===== config.mk =====
export PLATFORM = sky130hd
export DESIGN_NAME = timer_reg_cnt
export DESIGN_NICKNAME = d
export VERILOG_FILES = /design/src/rtl/timer_reg_cnt.sv
export SDC_FILE = /design/constraint.sdc
export NUM_CORES = 1
export LEC_CHECK = 0
export CAP_MARGIN = 5
export CORE_MARGIN = 1.5
export CORE_UTILIZATION = 55
export CTS_CLUSTER_SIZE = 14
export DETAILED_ROUTE_END_ITERATION = 8
export PLACE_DENSITY_LB_ADDON = 0.05
export SLEW_MARGIN = 30
export SYNTH_ARGS = -nofsm -noshare
export SYNTH_HDL_FRONTEND = slang
export SYNTH_SLANG_ARGS = --single-unit

===== constraint.sdc =====
create_clock -name pclk -period 5.29 [get_ports pclk]
set_input_delay 1.058 -clock pclk [delete_from_list [all_inputs] [get_ports pclk]]
set_output_delay 1.058 -clock pclk [all_outputs]
set_load 0.02 [all_outputs]

===== src/rtl/timer_reg_cnt.sv =====
// timer_reg_cnt: register bank and 64-bit count engine of the timer IP.
// Sits behind the APB slave FSM: consumes its one-cycle wr_en/rd_en strobes,
// returns zero-wait-state read data and exports the TCR fields back to it.
// Optional build macro: TIMER_HALT_EN adds the dbg_mode input and the THCSR
// register at 0x01C so a debugger can freeze the divider and counter.
module timer_reg_cnt #(
  parameter int ADDR_W  = 12,
  parameter int DIV_MAX = 8
) (
  input  logic              pclk,
  input  logic              prst_n,
`ifdef TIMER_HALT_EN
  input  logic              dbg_mode,
`endif
  input  logic              wr_en,
  input  logic              rd_en,
  input  logic [ADDR_W-1:0] paddr,
  input  logic [31:0]       pwdata,
  input  logic [3:0]        pstrb,
  output logic [31:0]       prdata,
  output logic              timer_en,
  output logic              div_en,
  output logic [3:0]        div_val,
  output logic              tim_int
);

  // The divider counter is as wide as the largest legal div_val, so the
  // longest period (1 << DIV_MAX) fits exactly.
  localparam int DIV_CNT_W = DIV_MAX;

  localparam logic [ADDR_W-1:0] A_TCR   = ADDR_W'(12'h000);
  localparam logic [ADDR_W-1:0] A_TDR0  = ADDR_W'(12'h004);
  localparam logic [ADDR_W-1:0] A_TDR1  = ADDR_W'(12'h008);
  localparam logic [ADDR_W-1:0] A_TCMP0 = ADDR_W'(12'h00C);
  localparam logic [ADDR_W-1:0] A_TCMP1 = ADDR_W'(12'h010);
  localparam logic [ADDR_W-1:0] A_TIER  = ADDR_W'(12'h014);
  localparam logic [ADDR_W-1:0] A_TISR  = ADDR_W'(12'h018);
`ifdef TIMER_HALT_EN
  localparam logic [ADDR_W-1:0] A_THCSR = ADDR_W'(12'h01C);
`endif

  // Byte-lane merge: lanes with their strobe set take the new data.
  function automatic logic [31:0] merge_bytes(input logic [31:0] old_v,
                                              input logic [31:0] new_v,
                                              input logic [3:0]  strb);
    logic [31:0] res;
    for (int b = 0; b < 4; b++) begin
      res[8*b +: 8] = strb[b] ? new_v[8*b +: 8] : old_v[8*b +: 8];
    end
    return res;
  endfunction

  logic                 timer_en_r;
  logic                 div_en_r;
  logic [3:0]           div_val_r;
  logic [DIV_CNT_W-1:0] div_cnt_r;
  logic [63:0]          cnt_r;
  logic [31:0]          tcmp0_r;
  logic [31:0]          tcmp1_r;
  logic                 int_en_r;
  logic                 int_st_r;

  logic        tcr_wr_s, tdr0_wr_s, tdr1_wr_s, tcmp0_wr_s, tcmp1_wr_s;
  logic        tier_wr_s, tisr_wr_s;
  logic        halted_s, active_s, tick_s, en_fall_s, match_s, w1c_s;
  logic [15:0] div_lim_s;
  logic [31:0] rd_data_s;

  assign tcr_wr_s   = wr_en && (paddr == A_TCR);
  assign tdr0_wr_s  = wr_en && (paddr == A_TDR0);
  assign tdr1_wr_s  = wr_en && (paddr == A_TDR1);
  assign tcmp0_wr_s = wr_en && (paddr == A_TCMP0);
  assign tcmp1_wr_s = wr_en && (paddr == A_TCMP1);
  assign tier_wr_s  = wr_en && (paddr == A_TIER);
  assign tisr_wr_s  = wr_en && (paddr == A_TISR);

`ifdef TIMER_HALT_EN
  logic halt_req_r;
  logic thcsr_wr_s;
  assign thcsr_wr_s = wr_en && (paddr == A_THCSR);
  assign halted_s   = dbg_mode && halt_req_r;

  // Debug halt request bit; halt_ack is derived, not stored.
  always_ff @(posedge pclk or negedge prst_n) begin
    if (!prst_n) begin
      halt_req_r <= 1'b0;
    end else if (thcsr_wr_s && pstrb[0]) begin
      halt_req_r <= pwdata[0];
    end
  end
`else
  assign halted_s = 1'b0;
`endif

  assign active_s  = timer_en_r && !halted_s;
  assign div_lim_s = (16'd1 << div_val_r) - 16'd1;
  // A TCR write that drops timer_en resets the count on the same edge.
  assign en_fall_s = tcr_wr_s && timer_en_r && pstrb[0] && !pwdata[0];
  // Compare uses the registered count, so it also matches while stopped.
  assign match_s   = (cnt_r == {tcmp1_r, tcmp0_r});
  assign w1c_s     = tisr_wr_s && pstrb[0] && pwdata[0];

  // Count enable: every active cycle, or once per divided period.
  always_comb begin
    tick_s = 1'b0;
    if (active_s) begin
      if (div_en_r) begin
        tick_s = (16'(div_cnt_r) == div_lim_s);
      end else begin
        tick_s = 1'b1;
      end
    end else begin
      tick_s = 1'b0;
    end
  end

  // TCR fields; values are taken as written, legality is checked upstream.
  always_ff @(posedge pclk or negedge prst_n) begin
    if (!prst_n) begin
      timer_en_r <= 1'b0;
      div_en_r   <= 1'b0;
      div_val_r  <= 4'd1;
    end else if (tcr_wr_s) begin
      if (pstrb[0]) begin
        timer_en_r <= pwdata[0];
        div_en_r   <= pwdata[1];
      end
      if (pstrb[1]) begin
        div_val_r <= pwdata[11:8];
      end
    end
  end

  // Prescaler: restarts on any TCR write or whenever dividing is off.
  always_ff @(posedge pclk or negedge prst_n) begin
    if (!prst_n) begin
      div_cnt_r <= '0;
    end else if (!timer_en_r || !div_en_r || tcr_wr_s) begin
      div_cnt_r <= '0;
    end else if (active_s) begin
      div_cnt_r <= tick_s ? '0 : div_cnt_r + 1'b1;
    end
  end

  // 64-bit counter; software writes take priority over a same-cycle tick.
  always_ff @(posedge pclk or negedge prst_n) begin
    if (!prst_n) begin
      cnt_r <= 64'd0;
    end else if (en_fall_s) begin
      cnt_r <= 64'd0;
    end else if (tdr0_wr_s) begin
      cnt_r[31:0] <= merge_bytes(cnt_r[31:0], pwdata, pstrb);
    end else if (tdr1_wr_s) begin
      cnt_r[63:32] <= merge_bytes(cnt_r[63:32], pwdata, pstrb);
    end else if (tick_s) begin
      cnt_r <= cnt_r + 64'd1;
    end
  end

  // Compare value and interrupt enable registers.
  always_ff @(posedge pclk or negedge prst_n) begin
    if (!prst_n) begin
      tcmp0_r  <= 32'hFFFF_FFFF;
      tcmp1_r  <= 32'hFFFF_FFFF;
      int_en_r <= 1'b0;
    end else begin
      if (tcmp0_wr_s) tcmp0_r <= merge_bytes(tcmp0_r, pwdata, pstrb);
      if (tcmp1_wr_s) tcmp1_r <= merge_bytes(tcmp1_r, pwdata, pstrb);
      if (tier_wr_s && pstrb[0]) int_en_r <= pwdata[0];
    end
  end

  // Sticky status; a match in the clearing cycle keeps it set.
  always_ff @(posedge pclk or negedge prst_n) begin
    if (!prst_n) begin
      int_st_r <= 1'b0;
    end else if (match_s) begin
      int_st_r <= 1'b1;
    end else if (w1c_s) begin
      int_st_r <= 1'b0;
    end
  end

  // Zero-wait-state read mux, driven only during a read strobe.
  always_comb begin
    rd_data_s = 32'd0;
    case (paddr)
      A_TCR:   rd_data_s = {20'd0, div_val_r, 6'd0, div_en_r, timer_en_r};
      A_TDR0:  rd_data_s = cnt_r[31:0];
      A_TDR1:  rd_data_s = cnt_r[63:32];
      A_TCMP0: rd_data_s = tcmp0_r;
      A_TCMP1: rd_data_s = tcmp1_r;
      A_TIER:  rd_data_s = {31'd0, int_en_r};
      A_TISR:  rd_data_s = {31'd0, int_st_r};
`ifdef TIMER_HALT_EN
      A_THCSR: rd_data_s = {30'd0, halted_s, halt_req_r};
`endif
      default: rd_data_s = 32'd0;
    endcase
    if (rd_en) begin
      prdata = rd_data_s;
    end else begin
      prdata = 32'd0;
    end
  end

  assign timer_en = timer_en_r;
  assign div_en   = div_en_r;
  assign div_val  = div_val_r;
  assign tim_int  = int_st_r && int_en_r;

endmodule


==> Flow_metrics.wiki <==
{| class="wikitable"
! Metric !! Value
|-
| Number of placement rows || 49
|-
| Total setup violations reported at the end of the flow || 0
|-
| Final core utilization || 0.652
|-
| Drt first pass iters || 8
|-
| Fill cell count || 1514
|-
| Global placer's final weighted congestion || 1.04
|-
| H-Tree Depth || 4
|-
| Average cell area after synthesis || 8.79 sq um
|-
| Ratio of cells with drive above 1 in the final layout || 0.189
|-
| Initial core utilization || 0.560
|-
| Clk pwr share || 0.501
|-
| Unrepaired setup endpoints after global routing || no
|-
| Class of the tightest hold or removal check || in -> async
|-
| Part of the power in combinational logic || 0.055
|-
| DRC violation count after routing || 0
|-
| GRT Total Usage || 0.415
|-
| Fmax || 0.197 GHz
|-
| Vert. Die Dim || 138 um
|-
| Drt via density || 7.31
|-
| Final Net Count || 1225
|-
| Total of warnings raised by yosys || 0
|-
| Crit Path Category || in -> out
|-
| Detailed route wirelength on metal2 || 16400 um
|-
| Via count of the first global-routing pass || 9387
|-
| Min cycle time layout || 5.07 ns
|-
| Switching pwr || 623 uW
|-
| Clock-pin slew on the worst setup and hold paths || 0.06 ns
|-
| Number of enable-type register cells in the synthesized netlist || 0
|-
| Static leakage || 4.09 nW
|-
| Largest net degree at the start of global routing || 54
|-
| Switching part of the total || 0.248
|-
| Largest fanout on the critical path || 25
|-
| Critical Path AT || 4.02 ns
|-
| Total via count after detailed routing || 10300
|-
| First-pass GRT wire length || 57500 um
|-
| Relative slew slack || 0.242
|-
| Die boundary width || 138 um
|-
| Sequential area share after synthesis || 0.368
|-
| Number of buffers inserted during clock tree synthesis || 17
|-
| Most common cell in the synthesized netlist || sky130_fd_sc_hd__clkbuf_1
|-
| Area of the die || 19000 sq um
|-
| Share of synthesized flip-flops with an asynchronous set or reset || 1.00
|-
| Endpoints failing hold || 0
|-
| Met3 routed wirelength || 5770 um
|-
| HPWL Detailed || 27200 um
|-
| Result of the run || finished, final reports clean
|-
| Internal cell power || 1.89 mW
|-
| Length of routed wiring on met1 || 15000 um
|-
| Crit share post-route || 0.959
|-
| Peak supply drop || 0.000246 V
|-
| Crit path required time || 4.23 ns
|-
| Final WL || 38900 um
|-
| Top layer in use || met4
|-
| Slew at the pin with the worst max-slew slack || 1.13 ns
|-
| Average routed wire per standard cell || 27.5 um
|-
| Synth area leaders || sky130_fd_sc_hd__dfrtp_1, sky130_fd_sc_hd__dfstp_2, sky130_fd_sc_hd__mux2_2
|-
| CTS tree || done
|-
| Skew-Pair Late Insertion Delay || 0.44 ns
|-
| Total gr overflow || 0
|-
| Number of placed I/O pins || 91
|-
| Post-CTS Setup Inserts || 0
|-
| Input/output buffers || 90
|-
| Total power || 2.51 mW
|-
| Longest Clk Path Bufs || 2
|-
| Maximum capacitance violations || 0
|-
| Number of cells produced by synthesis || 1140
|-
| Ratio of total power to cell area || 215 nW/um^2
|-
| Sink Count || 144
|-
| Pre-CTS setup slack || -0.00477 ns
|-
| Total inserted antenna cells || 0
|-
| Area Overhead vs Synth || 16.6%
|-
| Core footprint || 17900 sq um
|-
| Reg power frac || 0.444
|-
| Type of element launching the critical path || input port
|-
| Clock skew after layout || 0.0126 ns
|-
| Post-synthesis instance area || 10000 sq um
|-
| Master cell of the clock root buffer || sky130_fd_sc_hd__clkbuf_16
|-
| Commonest cells post-synth || sky130_fd_sc_hd__clkbuf_1, sky130_fd_sc_hd__nand2_1, sky130_fd_sc_hd__dfrtp_1, sky130_fd_sc_hd__a21oi_1, sky130_fd_sc_hd__mux2_2
|-
| Synth Net Count || 1195
|-
| Count of different cell masters after synthesis || 73
|-
| Residual antenna-violating net count after detailed routing || 0
|-
| #FFs+latches synth || 144
|-
| Slew Viols, Final || 0
|-
| Smallest setup slack after layout || 0.216 ns
|-
| Synth top area share || 0.197
|-
| Initial antenna violation count || 1
|-
| Synth area leader || sky130_fd_sc_hd__dfrtp_1
|-
| Category of the worst setup path capture point || output pin
|-
| 1st-iter DRT viols || 1787
|-
| Prevailing post-synth register cell || sky130_fd_sc_hd__dfrtp_1
|}
==> power by group through the flow <==
stage / Sequential [mW] / Combinational, mW / Clock [mW]
floorplan: 1.13 / 0.0315 / 0
global placement: 1.13 / 0.133 / 0
global route: 1.11 / 0.145 / 1.31
finish: 1.11 / 0.139 / 1.26
detailed placement: 1.13 / 0.134 / 0
CTS: 1.11 / 0.135 / 1.26
==> state kept, by name (all words and copies together) (netlist names) <==
register and flops:
div_val 4, div_cnt_r 8, timer_en 1, tcmp0_r 32
int_st_r 1, int_en_r 1, div_en 1, cnt_r 64
tcmp1_r 32
==> through the flow <==
step	TNS, ns	std cells	hold WS, ns	area (sq um)
6_report	0	1412	0.527	11700
5_1_grt	0	1412	0.555	11700
4_1_cts	0	1412	0.526	11700
3_5_place_dp	-0.00477	1380	0.512	11100
3_3_place_gp	0	1380	0.505	11100
2_1_floorplan	0	1140	0.484	10000
==> routing by layer <==
layer  vias to the layer above  track usage
met5                         -            0
met4                         0        0.175
met3                       143        0.140
met2                       799        0.593
met1                      4991        0.572
li1                       4386            -
==> what timing repair did <==
action                                  CTS  global route
hold buffers                              0             0
endpoints found under the setup margin    2            26
gates resized for setup                   1             1
==> worst max-delay path, stage by stage <==
cell and delay, ns:
sky130_fd_sc_hd__clkdlybuf4s50_1 0.40, sky130_fd_sc_hd__or4_4 0.57, sky130_fd_sc_hd__nor3_2 0.31, sky130_fd_sc_hd__nand3b_1 0.24
sky130_fd_sc_hd__nor2_4 0.30, sky130_fd_sc_hd__buf_12 0.22, sky130_fd_sc_hd__nand2_1 0.07, sky130_fd_sc_hd__a21oi_1 0.19
sky130_fd_sc_hd__clkdlybuf4s50_1 0.63
==> path summary, 6_finish.rpt <==
kind                       slack (ns)  cells after the start    endpoint  startpoint
setup / recovery                 0.22                      9  prdata[15]    paddr[9]
hold / removal                   0.53                      1  div_val[3]      prst_n
setup reg to reg                 1.04                     10   cnt_r[43]  div_val[1]
hold reg to reg                  0.53                      1    int_en_r    int_en_r
max in group asynchronous        3.71                      2   cnt_r[48]      prst_n
min in group pclk                0.53                      1    int_en_r    int_en_r
==> cell families (layout without fill, tap and decap cells) <==
group / count (synthesis) / in the layout / synth area share
muxes: 80 / 80 / 0.0900
adders and majority gates: 3 / 3 / 0.00375
buffers and inverters: 130 / 173 / 0.0507
and+or+nand+nor: 388 / 388 / 0.207
DFF: 144 / 144 / 0.368
AOI/OAI and AO/OA: 323 / 323 / 0.217
xor gates and xnor gates: 72 / 72 / 0.0629
==> cell type report <==
cell class                 instances  area (sq um)  share of cell area
sequential                       144          3680               0.315
timing repair buffer             122          1190               0.102
multi-input combinational        866          5840               0.500
clock inverter                    13           151              0.0130
tap                              229           287              0.0245
inverter                          19          71.3             0.00611
clock buffer                      19           453              0.0388
==> layout by cell type, fill, tap and decap left out, drive strengths merged, types with 7 or more instances in the layout <==
master         count
a21o               9
a21oi             77
a222oi            31
a31oi             18
and2              13
and3              29
and4               7
buf               33
clkbuf            19
clkdlybuf4s50     89
dfrtp             79
dfstp             65
inv               23
mux2              71
mux2i              8
nand2             84
nand2b             7
nand3             37
nand4             45
nor2              56
nor3              43
nor4              27
o21ai             81
o31ai             31
o41ai              7
or2                7
or3                9
xnor2             67
Note: power is estimated with default switching activity, not from simulation.
==> RTL edit: new RTL, same settings <==
Set the parameter `DIV_MAX` to 7 (it was 8).
--- a/src/rtl/timer_reg_cnt.sv
+++ b/src/rtl/timer_reg_cnt.sv
@@ -5,7 +5,7 @@
 // register at 0x01C so a debugger can freeze the divider and counter.
 module timer_reg_cnt #(
   parameter int ADDR_W  = 12,
-  parameter int DIV_MAX = 8
+  parameter int DIV_MAX = 7
 ) (
   input  logic              pclk,
   input  logic              prst_n,
Function: same outputs for any inputs over 4 cycles, from zero or initial values and one cycle with prst_n low; that may be too few to reach the edited logic, so the function may still have changed.
==> RTL edit against the original RTL <==
Clock power is essentially flat. Worst setup slack gained 260 ps. Combinational power decreased by 17%. Critical path type unchanged. Cell area fell by 1.9%. Total power is 1.3% lower. Routed wire length decreased by 10%. Sequential cell count down 1. Cell count is 2.6% lower. Critical endpoint is now prdata[1]. Area after synthesis shrank 2.0%.
==> RTL edit: results (changes against the original RTL) <==
| Parameter | Value | vs unedited |
|---|---|---|
| Sequential-to-total area share from yosys stat | 0.3728 | +0.004998 |
| Arrival time at the worst endpoint | 3760 ps | -260 ps |
| Area contributors post-synth | sky130_fd_sc_hd__dfrtp_1 (20%), sky130_fd_sc_hd__dfstp_2 (17%), sky130_fd_sc_hd__mux2_2 (8.1%) |  |
| Post-route clock skew | 9.349 ps | -3.265 ps |
| Worst Setup EP | prdata[1] |  |
| Clock latency on the worst-skew pair | 430 ps |  |
| Vias per Instance | 7.041 | -3.6% |
| Leak Pwr | 0.003763 uW | -8.0% |
| Number of nets with antenna violations after detailed routing | 0 | unchanged |
| Synth async-reset ratio | 1.000 | unchanged |
| Share of cells above drive strength 1 | 0.1913 | +0.002801 |
| First-pass GRT wire length | 53610 um | -6.8% |
| Yosys cell types | 76 | +4.1% |
| Total global-route track usage | 0.3829 | -0.03209 |
| Reg-to-reg setup timing slack | 1770 ps | +730 ps |
| Synthesized area per cell | 8.892 um^2 | +1.2% |
| Final critical-path share of the clock period | 0.9105 | -0.04872 |
| Status | finished clean |  |
| Critical register-to-register path endpoint | cnt_r[46]$_DFFE_PN0P_ |  |
| Critical Path Slowest Stage Cell | sky130_fd_sc_hd__clkdlybuf4s50_1 |  |
| Setup slack after placement | 515.5 ps | +520.2 ps |
| Launch instance of the worst register-to-register path | div_val[2]$_DFFE_PN0P_ |  |
| Area added between synthesis and finish | 16.73% |  |
| Synth Area in Adders | 0.003824 | +0.00007688 |
| Transition time at the pin with the least slew margin | 1020 ps | -105.6 ps |
| DR iter-0 viols | 1570 | -12% |
| Largest delay contributor family on the critical path | buffers and inverters |  |
| Fill cell instance count of the final layout | 1472 | -2.8% |
| Top post-synthesis cells by count | sky130_fd_sc_hd__a21oi_1 (79), sky130_fd_sc_hd__dfrtp_1 (78), sky130_fd_sc_hd__o21ai_0 (78), sky130_fd_sc_hd__clkbuf_1 (75), sky130_fd_sc_hd__mux2_2 (71) |  |
| Buffers from clock root to sink, at most | 2 | unchanged |
| Crit-path max FO | 11 | -56% |
| Synthesized-area fraction occupied by xor and xnor cells | 0.06334 | +0.0003995 |
| Number of vias after detailed routing | 9682 | -6.2% |
| Routed wire per std cell | 25.42 um | -7.6% |
| Largest voltage drop on the vdd net | 255.7 uV | +4.0% |
| PostCTS Resize Cnt | 0 | -1 |
| Post-DP HPWL | 23990 um | -12% |
| Via count of the first global-routing pass | 8896 | -5.2% |
| Worst hold slack across all endpoints | 525.1 ps | -2.323 ps |
| Pin count of the biggest net entering global routing | 105 | +94% |
[RTL edit: cell count changes after synthesis, sizes merged, moves of 6 or more]
cell	before	now
nand2	84	59
nand4	45	37
nand3	37	26
a222oi	31	5
a22oi	2	64
nor4	27	34
buf	15	25
clkbuf	96	76
inv	19	12
and3	29	22
and2	13	6
o31ai	31	25
o21ai	81	101
[RTL edit: power by group]
| group | switching [uW] | leakage, uW | internal (uW) |
|---|---|---|---|
| registers | 2.85 | 0.00164 | 1100 |
| logic | 71.2 | 0.00184 | 44.6 |
| clock network | 505 | 0.000287 | 758 |
[RTL edit: final cells by class]
cell class                      count  share of cell area
Inverter                           12            0.003931
Tap cell                          225             0.02457
Sequential cell                   143              0.3194
Multi-Input combinational cell    848              0.4997
Clock buffer                       20             0.03898
Clock inverter                     12             0.01376
Timing Repair Buffer              115             0.09968
[RTL edit: per-layer routing]
layer | GRT usage | wire length [um]
met1 | 0.5451 | 14440
met2 | 0.5564 | 15380
met3 | 0.08519 | 3709
met4 | 0.1673 | 1425
met5 | 0 | 0
